`config.mk`:
```
export PLATFORM = sky130hd
export DESIGN_NAME = mem_arbiter
export DESIGN_NICKNAME = d
export VERILOG_FILES = /design/src/rtl/mem_arb_pkg.sv /design/src/rtl/rr_arbiter2.sv /design/src/rtl/mem_arbiter.sv
export SDC_FILE = /design/constraint.sdc
export NUM_CORES = 1
export LEC_CHECK = 0
export ABC_AREA = 1
export CAP_MARGIN = 5
export CORE_ASPECT_RATIO = 0.5
export CORE_MARGIN = 2
export CORE_UTILIZATION = 41
export CTS_CLUSTER_DIAMETER = 150
export DETAILED_ROUTE_END_ITERATION = 8
export PLACE_DENSITY = 0.81
export SYNTH_ARGS = -nofsm -noshare
export SYNTH_HDL_FRONTEND = slang
export SYNTH_SLANG_ARGS = --single-unit
```
`constraint.sdc`:
```
create_clock -name clock -period 1.8 [get_ports clock]
set_clock_uncertainty 0.1 [all_clocks]
set_input_delay 0.45 -clock clock [delete_from_list [all_inputs] [get_ports clock]]
set_output_delay 0.45 -clock clock [all_outputs]
set_load 0.03 [all_outputs]
```
`src/rtl/mem_arb_pkg.sv`:
```
// Shared types and constants for the two-port memory arbiter.
package mem_arb_pkg;

  localparam int unsigned DefAddrW = 6;
  localparam int unsigned DefDataW = 32;

  // Port identifiers used for owner / last_grant encoding.
  localparam logic PORT_I = 1'b0;
  localparam logic PORT_D = 1'b1;

  typedef enum logic [1:0] {
    StIdle,
    StIssue,
    StWait,
    StDone
  } arb_state_e;

endpackage

```
`src/rtl/rr_arbiter2.sv`:
```
// Two-requester round-robin tie-break: a lone requester wins, a tie goes to
// the port that did not win last time.
module rr_arbiter2
  import mem_arb_pkg::*;
(
  input  logic req0,
  input  logic req1,
  input  logic last_grant,
  output logic grant
);

  // Pick the winner; with no requests the output is a don't-care, held at PORT_I.
  always_comb begin
    grant = PORT_I;
    if (req0 && req1) begin
      grant = ~last_grant;
    end else if (req1) begin
      grant = PORT_D;
    end
  end

endmodule

```
`src/rtl/mem_arbiter.sv`:
```
// Arbitrates an instruction-cache read port and a data-cache read/write port
// onto a single shared memory, one transaction at a time.
module mem_arbiter
  import mem_arb_pkg::*;
#(
  parameter int unsigned ADDR_W = DefAddrW,
  parameter int unsigned DATA_W = DefDataW
) (
  input  logic              clock,
  input  logic              reset,
  // Port 0: instruction cache (read only)
  input  logic              i_read,
  input  logic [ADDR_W-1:0] i_address,
  output logic [DATA_W-1:0] i_readdata,
  output logic              i_busywait,
  // Port 1: data cache
  input  logic              d_read,
  input  logic              d_write,
  input  logic [ADDR_W-1:0] d_address,
  input  logic [DATA_W-1:0] d_writedata,
  output logic [DATA_W-1:0] d_readdata,
  output logic              d_busywait,
  // Shared memory
  output logic              mem_read,
  output logic              mem_write,
  output logic [ADDR_W-1:0] mem_address,
  output logic [DATA_W-1:0] mem_writedata,
  input  logic [DATA_W-1:0] mem_readdata,
  input  logic              mem_busywait
);

  arb_state_e        state_q, state_d;
  logic              owner_q, owner_d;
  logic              last_grant_q, last_grant_d;
  logic [DATA_W-1:0] data_q, data_d;
  // Command is latched at grant so a withdrawn request still completes.
  logic              wr_q, wr_d;
  logic [ADDR_W-1:0] addr_q, addr_d;
  logic [DATA_W-1:0] wdata_q, wdata_d;

  logic i_req, d_req, grant, mem_active;

  assign i_req = i_read;
  assign d_req = d_read | d_write;

  rr_arbiter2 u_rr_arbiter2 (
    .req0       (i_req),
    .req1       (d_req),
    .last_grant (last_grant_q),
    .grant      (grant)
  );

  // State and latched-command registers.
  always_ff @(posedge clock or negedge reset) begin
    if (!reset) begin
      state_q      <= StIdle;
      owner_q      <= PORT_I;
      last_grant_q <= PORT_D;
      data_q       <= '0;
      wr_q         <= 1'b0;
      addr_q       <= '0;
      wdata_q      <= '0;
    end else begin
      state_q      <= state_d;
      owner_q      <= owner_d;
      last_grant_q <= last_grant_d;
      data_q       <= data_d;
      wr_q         <= wr_d;
      addr_q       <= addr_d;
      wdata_q      <= wdata_d;
    end
  end

  // Next-state: arbitrate in idle, then issue, wait for memory, and release.
  always_comb begin
    state_d      = state_q;
    owner_d      = owner_q;
    last_grant_d = last_grant_q;
    data_d       = data_q;
    wr_d         = wr_q;
    addr_d       = addr_q;
    wdata_d      = wdata_q;
    unique case (state_q)
      StIdle: begin
        if (i_req || d_req) begin
          state_d      = StIssue;
          owner_d      = grant;
          last_grant_d = grant;
          if (grant == PORT_D) begin
            // Read+write together is treated as a write.
            wr_d    = d_write;
            addr_d  = d_address;
            wdata_d = d_write ? d_writedata : '0;
          end else begin
            wr_d    = 1'b0;
            addr_d  = i_address;
            wdata_d = '0;
          end
        end
      end
      StIssue: begin
        if (mem_busywait) state_d = StWait;
      end
      StWait: begin
        if (!mem_busywait) begin
          state_d = StDone;
          data_d  = mem_readdata;
        end
      end
      StDone: begin
        state_d = StIdle;
      end
      default: begin
        state_d = StIdle;
      end
    endcase
  end

  // Memory outputs are forced to zero outside the issue/wait window.
  always_comb begin
    mem_active    = (state_q == StIssue) || (state_q == StWait);
    mem_read      = mem_active & ~wr_q;
    mem_write     = mem_active & wr_q;
    mem_address   = mem_active ? addr_q : '0;
    mem_writedata = mem_active ? wdata_q : '0;
  end

  // Stall each requester except in its own done cycle.
  always_comb begin
    i_busywait = i_req & ~((state_q == StDone) && (owner_q == PORT_I));
    d_busywait = d_req & ~((state_q == StDone) && (owner_q == PORT_D));
    i_readdata = data_q;
    d_readdata = data_q;
  end

endmodule

```
==> results.toml <==
[detailed_routing]
drt_first_pass_iters = 4
route.vias.total = 3370
wl_per_cell_microns = 12.2
drc = 0
vias_per_cell = 4.33
routed_wirelength_mm = 9.51
postRouteAntennaNets = 0
drt-initial-drc-count = 133

[critical_path]
critPathMostFrequentCell = "inv_2"
cp_max_fo = 12
critical_path.slowest_cell = "dfrtp_1"
worst_setup_path_start_kind = "flip-flop"
worstRegToRegCells = 7
timing.critical_path.to_type = "primary output"
reg2reg_setup_slack_ns = 0.17
crit_chain = "inv_2, ha_4, buf_6, nand2_1, inv_2, buf_4"
crit_type = "reg2out"
critical_path_arrival_ns = 1.49
critical_path_required_ns = 1.25
crit-reg2reg-launch = "state_q[1]"
r2r_end = "d_readdata[3]"
critical_path.max_stage_delay_ns = 0.37

[clock_network]
cts_num_sinks = 75
clock_insertion_delay_worst_skew_ns = 0.33
clockRootBuffer = "clkbuf_16"
htree_num_levels = 3
clk_path_buf_depth = 2
cts.clk_slew.worst_paths_ns = 0.05
cts_inserted_buffers = 9
tritoncts_clock_tree = "done"

[final_layout]
most_common_cell_after_layout_fill_and_taps_aside = "nand2_1"
finalNetCount = 739
finish.cell_count_without_fillers = 778
antennaDiodeCount = 0
layout-drive-gt1-share_pct = 25.4
finalCoreUtilization_pct = 64.3
layout-area-overhead-vs-synth_pct = 54.1
commonest_non_fill_non_tap_cells_in_the_layout = "nand2_1, clkdlybuf4s50_1, dfrtp_1"

[synth]
yosys_warning_total = 0
synth_area_sq_um = 3890
synthesis.area_per_instance_sq_um = 8.04
synth.net_count = 571
synth.ff_latch_count = 75
sequential_share_of_the_synthesized_area_pct = 48.3
post_synth_inst_count = 484
synth_largest_area_cell = "dfrtp_1"
netlist-cell-type-count = 23
post_synth_main_area_contributors = "dfrtp_1, nand2_1, inv_1, o21ai_2, buf_4"
yosys.area.top_type_share_pct = 47.6

[grt]
grt-ovfl-total = 0
track_usage_pct = 19.1
antenna_found_initial = 0
maximum_number_of_pins_on_one_net_before_global_route_repair = 41
first_pass_grt_wire_length_mm = 15.6
number_of_global_route_vias_before_repair = 3339

[timing]
timing.final.crit_period_ns = 2.04
grt_setup_unrepaired = "yes"
fmaxAchievable_mhz = 490
final-setup-viol-count = 42
slew_viol_final = 0
timing.final.hold_violations = 0
worst_slew_pin_slew_ns = 0.426
max_slew_margin_pct = 71.6
final_min_period_over_clock_period_pct = 113
finalWorstSetupSlack_ns = -0.243

[die]
floorplan.rows = 25
fp.dieArea_sq_um = 10300
die-height_microns = 72.9
top_level_ports = 188
start_util_pct = 41.7
floorplan.core_area_sq_um = 9320
die_w_microns = 142

[min_path]
startpoint_of_the_lowest_slack_hold_path = "wdata_q[31]"
min_path_cells = 2
worst_hold_path.endpoint = "wdata_q[31]"
min-delay-path-class = "reg2reg"

[outcome]
violated_checks = "negative setup slack"
status = "finished with violations"

[power]
ir_drop_v = 0.000792
total_power_mw = 12.0
leakagePower_nw = 3.43
power_density_nw_per_um2 = 2000

[place]
place.gp.congestion = 0.789
port_buffers = 187
place_hpwl_mm = 7.06
placedCellCount = 761

[flow_run]
max_cap_violations = 0
-- layout make-up --
| class | count | area (sq um) |
|---|---|---|
| well taps | 121 | 151 |
| inverters | 95 | 359 |
| clock inverters | 5 | 52.6 |
| multi-input cells | 263 | 1280 |
| fillers | 781 | 3320 |
| flip-flops and latches | 75 | 1880 |
| repair buffers | 208 | 2030 |
| clock buffers | 11 | 243 |
-- how the worst max path moves through the flow --
stage | slack, ns | cells past startpoint | end | start
5_1_grt | -0.31 | 6 | mem_address[4] | state_q[1]
2_1_floorplan | -0.04 | 6 | mem_read | state_q[0]
6_report | -0.24 | 6 | mem_address[3] | state_q[1]
4_1_cts | -0.24 | 6 | mem_writedata[31] | state_q[0]
3_5_place_dp | -0.08 | 4 | i_busywait | i_read
3_3_place_gp | -0.08 | 4 | i_busywait | i_read
-- registers in the layout (all words and copies together), names as in the netlist --
| register | cells |
|---|---|
| d_readdata | 32 |
| wr_q | 1 |
| state_q | 2 |
| owner_q | 1 |
| addr_q | 6 |
| last_grant_q | 1 |
| wdata_q | 32 |
-- critical path: cells and delay by family (launching register included) --
family	cells	cell delay (ns)
adder cells (fa/ha/maj)	1	0.30
buffers and inverters	4	0.43
flip-flops	1	0.37
AND/OR/NAND/NOR	1	0.07
-- report_power, final --
part / total, mW / leakage (nW) / switching [mW] / internal, mW
Combinational: 7.20 / 2.33 / 4.56 / 2.64
Clock: 1.75 / 0.145 / 0.650 / 1.10
Sequential: 3.04 / 0.954 / 0.517 / 2.52
Total: 12.0 / 3.43 / 5.73 / 6.26
-- layer usage --
| layer | wire (microns) | global-route usage (%) | up-vias |
|---|---|---|---|
| met2 | 4930 | 35.0 | 104 |
| met1 | 3970 | 21.9 | 1542 |
| met3 | 476 | 5.77 | 13 |
| met5 | 0 | 0 | - |
| li1 | - | - | 1711 |
| met4 | 136 | 6.00 | 0 |
-- cells in the mapped netlist --
| cell | instances |
|---|---|
| clkinv_1 | 1 |
| or2_2 | 1 |
| buf_6 | 7 |
| dfrtp_1 | 74 |
| inv_4 | 1 |
| clkbuf_1 | 1 |
| a21oi_2 | 1 |
| buf_8 | 3 |
| o21ai_1 | 1 |
| nand2_2 | 3 |
| or2_1 | 1 |
| nand3_1 | 16 |
| dfstp_2 | 1 |
| buf_4 | 33 |
| nor2_1 | 2 |
| o21ai_2 | 34 |
| buf_2 | 7 |
| inv_2 | 1 |
| nand2_1 | 196 |
| o21ai_0 | 1 |
| ha_1 | 5 |
| inv_1 | 92 |
| a21oi_1 | 2 |
-- logic make-up (layout without fill, tap and decap cells) --
group	count (synthesis)	after routing	share of synthesized area [%]
adder cells (fa/ha/maj)	5	5	1.61
buffers and inverters	146	319	19.8
AND/OR/NAND/NOR	219	219	22.0
AO/OA/AOI/OAI	39	39	8.39
flip-flops	75	75	48.3
-- stage by stage --
step	worst slack [ns]	hold WS (ns)	cell area, sq um	setup TNS (ns)
after floorplan	-0.0434	0.0544	3900	-0.0434
after detailed placement	-0.0793	0.322	5600	-2.27
final	-0.243	0.371	6000	-8.81
after global routing	-0.308	0.392	6000	-11.62
after CTS	-0.240	0.371	6000	-8.64
after global placement	-0.0841	0.325	5600	-0.410
-- repair_timing --
item	4_1_cts	5_1_grt
hold buffers	1	0
buffers inserted	0	0
endpoints found under the hold margin	28	0
endpoints found under the setup margin	106	42
resized for setup	107	0
cloned	0	0
pin swaps	1	0
No activity file was read; power rests on OpenSTA's default activity.
